--- src/rtl/check_board_pkg.sv ---
// Shared board definitions: scan FSM states, colour type and board size limits.
// Also used by the board generator, so keep encodings stable.
package check_board_pkg;

    localparam int MAX_SIZE_DEF = 26;
    localparam int ADDR_W       = 5;
    localparam int NUM_COLORS   = 8;

    typedef logic [2:0] color_t;

    typedef enum logic [1:0] {
        ST_IDLE   = 2'd0,
        ST_SCAN   = 2'd1,
        ST_DRAIN  = 2'd2,
        ST_FINISH = 2'd3
    } state_t;

    function automatic logic [ADDR_W-1:0] clamp_size(input logic [ADDR_W-1:0] s,
                                                     input int unsigned       max_s);
        return (32'(s) > max_s) ? ADDR_W'(max_s) : s;
    endfunction

endpackage

--- src/rtl/check_board_addr_walk.sv ---
// Row-major address walker: (0,0) .. (size-1,size-1), one address per cycle.
// Counters sit at 0 whenever no walk is in progress.
module board_addr_walk
    import check_board_pkg::*;
(
    input  logic              clk,
    input  logic              rst_n,
    input  logic              start,
    input  logic [ADDR_W-1:0] size,
    output logic [ADDR_W-1:0] row,
    output logic [ADDR_W-1:0] col,
    output logic              last
);

    logic              active;
    logic [ADDR_W-1:0] edge_m1;

    assign edge_m1 = size - ADDR_W'(1);
    assign last    = active && (row == edge_m1) && (col == edge_m1);

    always_ff @(posedge clk or negedge rst_n) begin
        if (!rst_n) begin
            active <= 1'b0;
            row    <= '0;
            col    <= '0;
        end else if (start) begin
            active <= 1'b1;
            row    <= '0;
            col    <= '0;
        end else if (active) begin
            if (last) begin
                active <= 1'b0;
                row    <= '0;
                col    <= '0;
            end else if (col == edge_m1) begin
                col <= '0;
                row <= row + ADDR_W'(1);
            end else begin
                col <= col + ADDR_W'(1);
            end
        end
    end

endmodule

--- src/rtl/check_board.sv ---
// Board checker: scans a SIZE x SIZE board and counts cells differing from cell (0,0).
// Optional per-colour histogram is built when CHECK_BOARD_HIST_EN is defined.
module check_board
    import check_board_pkg::*;
#(
    parameter int MAX_SIZE = MAX_SIZE_DEF,
    parameter int CNT_W    = 10
) (
    input  logic                  CLOCK,
    input  logic                  RESET_N,
    input  logic                  START,
    input  logic [4:0]            SIZE,
    output logic                  RD_EN,
    output logic [4:0]            RD_ROW,
    output logic [4:0]            RD_COL,
    input  logic [2:0]            RD_DATA,
    output logic                  BUSY,
    output logic                  DONE,
    output logic                  SOLVED,
    output logic [CNT_W-1:0]      MISMATCH,
    output logic [8*CNT_W-1:0]    COLOR_COUNT
);

    state_t            state, state_nxt;
    logic [ADDR_W-1:0] size_c, size_q;
    logic [ADDR_W-1:0] w_row, w_col;
    logic              w_last;
    logic              start_acc;
    logic              rd_en, finish;
    logic              rd_vld_q;
    logic              first_q;
    color_t            ref_q;

    assign size_c    = clamp_size(SIZE, MAX_SIZE);
    assign start_acc = (state == ST_IDLE) && START;

    board_addr_walk u_walk (
        .clk   (CLOCK),
        .rst_n (RESET_N),
        .start (start_acc && (size_c != '0)),
        .size  (size_q),
        .row   (w_row),
        .col   (w_col),
        .last  (w_last)
    );

    always_ff @(posedge CLOCK or negedge RESET_N) begin
        if (!RESET_N) state <= ST_IDLE;
        else          state <= state_nxt;
    end

    always_comb begin
        state_nxt = state;
        unique case (state)
            ST_IDLE:   if (START) state_nxt = (size_c == '0) ? ST_FINISH : ST_SCAN;
            ST_SCAN:   if (w_last) state_nxt = ST_DRAIN;
            ST_DRAIN:  state_nxt = ST_FINISH;
            ST_FINISH: state_nxt = ST_IDLE;
            default:   state_nxt = ST_IDLE;
        endcase
    end

    always_comb begin
        rd_en  = 1'b0;
        finish = 1'b0;
        unique case (state)
            ST_SCAN:   rd_en  = 1'b1;
            ST_FINISH: finish = 1'b1;
            default:   ;
        endcase
    end

    assign RD_EN  = rd_en;
    assign RD_ROW = rd_en ? w_row : '0;
    assign RD_COL = rd_en ? w_col : '0;

    // RD_DATA lags RD_EN by one cycle; the first returned cell is the reference.
    always_ff @(posedge CLOCK or negedge RESET_N) begin
        if (!RESET_N) begin
            size_q   <= '0;
            rd_vld_q <= 1'b0;
            first_q  <= 1'b0;
            ref_q    <= '0;
            MISMATCH <= '0;
            SOLVED   <= 1'b0;
            BUSY     <= 1'b0;
            DONE     <= 1'b0;
        end else begin
            rd_vld_q <= rd_en;
            DONE     <= finish;
            if (start_acc) begin
                size_q   <= size_c;
                first_q  <= 1'b1;
                MISMATCH <= '0;
                SOLVED   <= 1'b0;
                BUSY     <= 1'b1;
            end else begin
                if (rd_vld_q) begin
                    if (first_q) begin
                        ref_q   <= RD_DATA;
                        first_q <= 1'b0;
                    end else if (RD_DATA != ref_q) begin
                        MISMATCH <= MISMATCH + CNT_W'(1);
                    end
                end
                if (finish) begin
                    SOLVED <= (MISMATCH == '0);
                    BUSY   <= 1'b0;
                end
            end
        end
    end

`ifdef CHECK_BOARD_HIST_EN
    logic [NUM_COLORS-1:0][CNT_W-1:0] hist;

    always_ff @(posedge CLOCK or negedge RESET_N) begin
        if (!RESET_N)      hist <= '0;
        else if (start_acc) hist <= '0;
        else if (rd_vld_q) hist[RD_DATA] <= hist[RD_DATA] + CNT_W'(1);
    end

    assign COLOR_COUNT = hist;
`else
    assign COLOR_COUNT = '0;
`endif

endmodule
--- config.mk ---
export PLATFORM = sky130hd
export DESIGN_NAME = check_board
export DESIGN_NICKNAME = d
export VERILOG_FILES = /design/src/rtl/check_board_pkg.sv /design/src/rtl/check_board_addr_walk.sv /design/src/rtl/check_board.sv
export SDC_FILE = /design/constraint.sdc
export NUM_CORES = 1
export LEC_CHECK = 0
export CAP_MARGIN = 30
export CORE_ASPECT_RATIO = 2
export CORE_MARGIN = 5
export CORE_UTILIZATION = 30
export CTS_CLUSTER_SIZE = 10
export DETAILED_ROUTE_END_ITERATION = 16
export DONT_BUFFER_PORTS = 1
export REMOVE_ABC_BUFFERS = 1
export SYNTH_ARGS = -nofsm -noshare
export SYNTH_HDL_FRONTEND = slang
export SYNTH_SLANG_ARGS = --single-unit
--- constraint.sdc ---
create_clock -name CLOCK -period 4.7 [get_ports CLOCK]
set_clock_uncertainty 0.2 [all_clocks]
set_input_delay 0.94 -clock CLOCK [delete_from_list [all_inputs] [get_ports CLOCK]]
set_output_delay 0.94 -clock CLOCK [all_outputs]
set_load 0.1 [all_outputs]
==> impl_results.md, run 1 <==
* Status: complete, no violations
* #FFs+latches synth at 36
* Avg Synthesized Cell Area at approximately 9.0 um^2
* Vias in the first global route at between 1,500 and 2,000
* DRT iter0 DRCs at approximately 80
* Final period util at 0.6281
* Post-Syn Area at 2810 um^2
* Detailed placement HPWL at 4.751 mm
* Hold WC Path Type: input pin to asynchronous set/reset pin
* Drt pass-1 iters at 4
* Xor and xnor area share after synthesis at 0.08281
* Max FO, Critical Path at 14
* Largest net degree at the start of global routing at 37
* Setup repair bufs after CTS at 0
* Routability Congestion at around 0.78
* # diodes at 0
* Core Region at between 9000 and 10,000 um^2
* Most common cell in the synthesized netlist: buf_4
* CP arrival at between 1.5 and 2 ns
* Asr flop ratio synth at 1.000
* CP endpoint kind: primary output
* Area leader, netlist: dfrtp_1
* First-pass GRT wire length at between 9 and 10 mm
* Post-CTS Hold Fix Bufs at 0
* Final hold vios at 0
* Die X at around 78 um
* Cts repair resizes at 0
* Routed len/inst at 14.23 um
* Cell Rows at 50
* GRT Util Overall at 0.1081
* CP Launch Type: register
* Fin crit period at 2.952 ns
* Setup TNS at 0 ns
* Placed Cells incl. Taps at about 420
* Synthesis-to-layout area growth at 4.096%
* CTS tree: built
* Final WS setup at ~1.7 ns
* DRC at 0
* Largest family of logic cells by synthesized area: buffers and inverters
* Leak at approximately 0.0014 uW
* Top post-synthesis cells by area: dfrtp_1, buf_4, xor2_1
* Sequential element share of the synthesized area at 0.3206
* Slew margin rel. at 0.3337
* Clock latency on the worst-skew pair at around 0.28 ns
* Num CTS Buffers at 5
* Setup slack, reg-to-reg at 2.17 ns
* Max VDD drop at about 0.34 mV
* Initial Util at 0.3035
* Yosys top cell area share at 0.3206
* Number of synthesized flops with an enable pin at 0
* Layout Cells excl Fill at around 430
* Endpoints failing setup at 0
* Via density at ~4.5
* Clk slew on worst S/H paths at about 0.060 ns
* Fraction of layout cells with a size suffix above 1 at 0.09756
* Post-synthesis mux area share at 0.01558
* Initial antenna violation count at 0
* Simple-Gate Fraction of Synth Area at 0.2173
* Antenna Nets Post-Route at 0
* Reg area at between 900 and 1000 um^2
* Clock root buffer master: clkbuf_16
* Max frequency at 338.7 MHz
* R2R Path Start: size_q[0]$_DFFE_PN0P_
* Main flop type after synthesis: dfrtp_1
* Level count of the clock H-tree at 2
* CTS Sinks at 36
* Die Ht at around 150 um
* Pwr dens at around 800 nW/um^2
* Fill count at 990
* Reg-to-reg critical path endpoint: u_walk.row[3]$_DFFE_PN0P_
* Fin nets at ~350
* Slew Viols, Final at 0
* Total grt overflow at 0
* Setup CP Type: register to primary output
* Port bufs at 0
* Via count at 1,935
* Post-synthesis cell count at ~310
* Slew @ Worst Pin at about 1 ns
* Adder-cell share of the synthesized area at 0.04452
* R2R cell count at 7
* WL final at roughly 6.1 mm
* Max cap viols at 0
* Pre-CTS WS at 2.024 ns
* Synth cell count leaders: buf_4, dfrtp_1, nand2_1, nor2_1, xor2_1
* Full die area at ~12,000 um^2
* Boundary pin count at about 120
* Synth Area in Compound Gates at 0.07836
* RSZ-0062 raised after global routing: no
* Synth warn at 0
* Footprint of the multi-input gates at between 1500 and 2000 um^2
* CP required at roughly 3.6 ns
* Distinct cells, synth at between 40 and 50
* Deepest clock path buffer count at 2
==> power breakdown <==
part | switching, uW | total, uW | internal, uW
logic | 948 | 1340 | 395
registers | 290 | 708 | 419
clock network | 129 | 338 | 209
==> cell type report <==
cell class | count | share of cell area
Sequential cell | 36 | 0.3080
Timing Repair Buffer | 17 | 0.06245
Tap cell | 104 | 0.04448
Multi-Input combinational cell | 259 | 0.5240
Clock inverter | 2 | 0.003422
Clock buffer | 6 | 0.04748
Inverter | 8 | 0.01027
==> through the flow <==
step                instance area [um^2]  total power [uW]  hold slack, ns    util
finish                              2925              2389          0.1483  0.3159
global route                        2925              2526          0.1323  0.3159
CTS                                 2903              2412          0.1402  0.3135
detailed placement                  2754              2063          0.3095  0.2974
global placement                    2676              1996          0.3097  0.2891
floorplan                           2464              1803          0.2491       -
==> critical path, cell delays in order, from the launching register on <==
cell     delay (ns)
dfrtp_1        0.42
inv_1          0.11
ha_1           0.16
buf_4          0.36
and2_1         0.18
buf_4          0.28
==> how the worst max path moves through the flow <==
| stage | end | slack, ns | from |
|---|---|---|---|
| 6_report | RD_COL[1] | 1.75 | state[1]$_DFFE_PN0P_ |
| 5_1_grt | RD_COL[1] | 1.63 | state[1]$_DFFE_PN0P_ |
| 4_1_cts | RD_COL[1] | 1.71 | state[1]$_DFFE_PN0P_ |
| 3_5_place_dp | RD_COL[1] | 2.02 | state[1]$_DFFE_PN0P_ |
| 3_3_place_gp | RD_COL[0] | 2.08 | state[1]$_DFFE_PN0P_ |
| 2_1_floorplan | RD_COL[0] | 1.27 | state[1]$_DFFE_PN0P_ |
==> kinds of logic after synthesis <==
| logic type | Yosys count |
|---|---|
| mux | 4 |
| simple gates | 105 |
| fa+ha+maj | 10 |
| compound gates | 35 |
| other cells | 1 |
| buf+inv | 97 |
| xor+xnor | 25 |
| flops | 36 |
==> routing by layer <==
metal | track usage | share of wire
met2 | 0.2040 | 0.53
met5 | 0 | 0
met4 | 0.05342 | 0.023
met3 | 0.04172 | 0.12
met1 | 0.09697 | 0.32
==> cell usage in the layout, fill, tap and decap left out, types with 9 or more instances in the layout <==
cell type / netlist / routed
o21ai_0: 12 / 12
xor2_1: 15 / 15
ha_1: 10 / 10
buf_4: 80 / 11
and2_1: 13 / 13
nand2_1: 24 / 24
dfrtp_1: 36 / 36
xnor2_1: 9 / 9
conb_1: 1 / 80
nor2_1: 15 / 15
==> sequential cells by signal (all words and copies together) (netlist names) <==
name / flops
first_q: 1
ref_q: 3
state: 2
u_walk.active: 1
u_walk.col: 5
BUSY: 1
size_q: 5
u_walk.row: 5
SOLVED: 1
rd_vld_q: 1
DONE: 1
MISMATCH: 10
Note: power is estimated with default switching activity, not from simulation.
==> run 2: changes to the inputs <==
==> constraint.sdc (replaced) <==
create_clock -name CLOCK -period 2.4 [get_ports CLOCK]
set_clock_uncertainty 0.2 [all_clocks]
set_input_delay 0.48 -clock CLOCK [delete_from_list [all_inputs] [get_ports CLOCK]]
set_output_delay 0.48 -clock CLOCK [all_outputs]
set_load 0.1 [all_outputs]
==> run 2 against run 1 <==
Net effect:
- die area unchanged
- core utilization increased by 2.9 points
- register-to-register slack lost 2.1 ns
- sequential power up 54%
- largest power group unchanged
- final area rose by 9.0%
- non-clock buffer count increased by 17
- total power is 120% higher
==> impl_results.md, run 2 (synthesis results as in run 1) <==
* Endpoints failing setup at 0 (unchanged)
* DRC at 0 (unchanged)
* Crit path from: size_q[1]$_DFFE_PN0P_
* Slew margin rel. at 0.6446 (+0.3109)
* CP required at 2.36 ns (-1.20 ns)
* R2R Path Start: size_q[1]$_DFFE_PN0P_
* Via density at 4.457 (-0.50%)
* Clk slew on worst S/H paths at 0.06 ns (about the same)
* Max frequency at ~440 MHz
* Boundary pin count at 115 (unchanged)
* Max VDD drop at 0.6659 mV (+95%)
* Setup CP Type: register to register
* Fin nets at 365 (+4.9%)
* Initial Util at 0.3035 (unchanged)
* Final hold vios at 0 (unchanged)
* Pwr dens at 1618 nW/um^2 (+98%)
* Slew Viols, Final at 0 (unchanged)
* GRT Util Overall at 0.1069 (-0.001162)
* Max cap viols at 0 (unchanged)
* CP arrival at 2.25 ns (+0.44 ns)
* Initial antenna violation count at 0 (unchanged)
* Final period util at 0.9537
* Via count at 2,001 (+3.4%)
* First-pass GRT wire length at 9.591 mm (-0.35%)
* Hold WC Path Type: input pin to register
* Setup TNS at 0 ns (unchanged)
* Core Region at 9259 um^2 (unchanged)
* Max reg flops at 10 (unchanged)
* Total grt overflow at 0 (unchanged)
* Drt pass-1 iters at 4 (unchanged)
* Max FO, Critical Path at 5 (-9)
* Deepest clock path buffer count at 2 (unchanged)
* Leak at 0.001554 uW (+9.1%)
* Worst setup path end: u_walk.row[4]$_DFFE_PN0P_
* Most frequent cells in the layout: conb_1, dfrtp_1, nand2_1
* Commonest non-fill, non-tap cell in the layout: conb_1
* Synthesis-to-layout area growth at 13.49%
* Reg-to-reg critical path endpoint: u_walk.row[4]$_DFFE_PN0P_
* Routability Congestion at 0.7995 (+3.1%)
* Status: complete, no violations
* Fin crit period at 2.289 ns
* Detailed placement HPWL at 4.762 mm (+0.23%)
* Largest net degree at the start of global routing at 37 (unchanged)
* Level count of the clock H-tree at 2 (unchanged)
* CTS Sinks at 36 (unchanged)
* # diodes at 0 (unchanged)
* Die X at 78.44 um (unchanged)
* CP endpoint kind: register
* WL final at 6.116 mm (-0.49%)
* Vias in the first global route at 2,026 (+3.0%)
* CP Launch Type: register
* Clock latency on the worst-skew pair at 0.29 ns (about the same)
* Die Ht at 146.9 um (unchanged)
* Setup slack, reg-to-reg at 0.11 ns (-2.06 ns)
* Register with the most flip-flops: MISMATCH
* Slew @ Worst Pin at 0.5331 ns (-0.4664 ns)
* Fraction of layout cells with a size suffix above 1 at 0.1478 (+0.05027)
* R2R cell count at 8 (+1)
* Clock root buffer master: clkbuf_16
* Num CTS Buffers at 5 (unchanged)
* Routed len/inst at 13.62 um (-4.3%)
* Port bufs at 0 (unchanged)
* Hold depth at 2
* Cell Rows at 50 (unchanged)
* DRT iter0 DRCs at 85 (+3.7%)
* Antenna Nets Post-Route at 0 (unchanged)
* Fin util at 0.3445 (+0.02851)
* Full die area at 11,520 um^2 (unchanged)
* CTS tree: built
## run 2: final cells by class
cell class / count / area [um^2]
Clock buffer: 7 / 152.6
Clock inverter: 1 / 30.03
Fill cell: 953 / 6070
Inverter: 8 / 30.03
Multi-Input combinational cell: 259 / 1550
Sequential cell: 36 / 900.9
Tap cell: 104 / 130.1
Timing Repair Buffer: 34 / 395.4
## run 2: worst min path at each step
stage                  from                     to  slack [ns]
detailed placement  RESET_N         DONE$_DFF_PN0_       -0.01
CTS                 SIZE[4]  size_q[4]$_DFFE_PN0P_        0.09
floorplan           RESET_N       BUSY$_DFFE_PN0P_       -0.02
global route        SIZE[4]  size_q[4]$_DFFE_PN0P_        0.11
global placement    RESET_N         DONE$_DFF_PN0_       -0.01
finish              SIZE[4]  size_q[4]$_DFFE_PN0P_         0.1
## run 2: timing repair
item / CTS / global route
gates resized for setup: 0 / 3
setup buffers: 0 / 2
endpoints found under the setup margin: 0 / 7
hold buffers: 2 / 0
endpoints found under the hold margin: 36 / 0
## run 2: power by group
group          switching, uW  leakage, uW  internal (uW)  total [uW]
clock                    258    0.0000901            547         805
combinational           2240      0.00102           1030        3270
sequential               263     0.000447            826        1090
total                   2760      0.00155           2400        5160
## run 2: critical path, stage by stage (launching register included)
cell	delay [ns]
dfrtp_1	0.38
inv_1	0.09
ha_1	0.21
nor3b_4	0.29
xnor2_2	0.15
nor4b_4	0.43
buf_4	0.17
a2bb2oi_1	0.16
o31ai_1	0.09
## run 2: metal layers
layer / share of wire / vias to the layer above / track usage
met5: 0 / - / 0
met4: 0.018 / 0 / 0.05429
met3: 0.094 / 6 / 0.03374
met1: 0.36 / 935 / 0.1026
met2: 0.53 / 104 / 0.1989
li1: - / 956 / -
## run 2: stage by stage
step | hold WS, ns | instance area [um^2] | worst slack (ns) | total power, uW | cells
detailed placement | -0.01307 | 2944 | 0.03683 | 4293 | 437
finish | 0.09603 | 3189 | 0.1112 | 5162 | 449
CTS | 0.09206 | 3157 | 0.02565 | 5138 | 447
global placement | -0.01303 | 2944 | 0.1436 | 4218 | 437
floorplan | -0.01559 | 2464 | -0.5720 | 3531 | 303
global route | 0.1051 | 3189 | -0.01147 | 5456 | 449
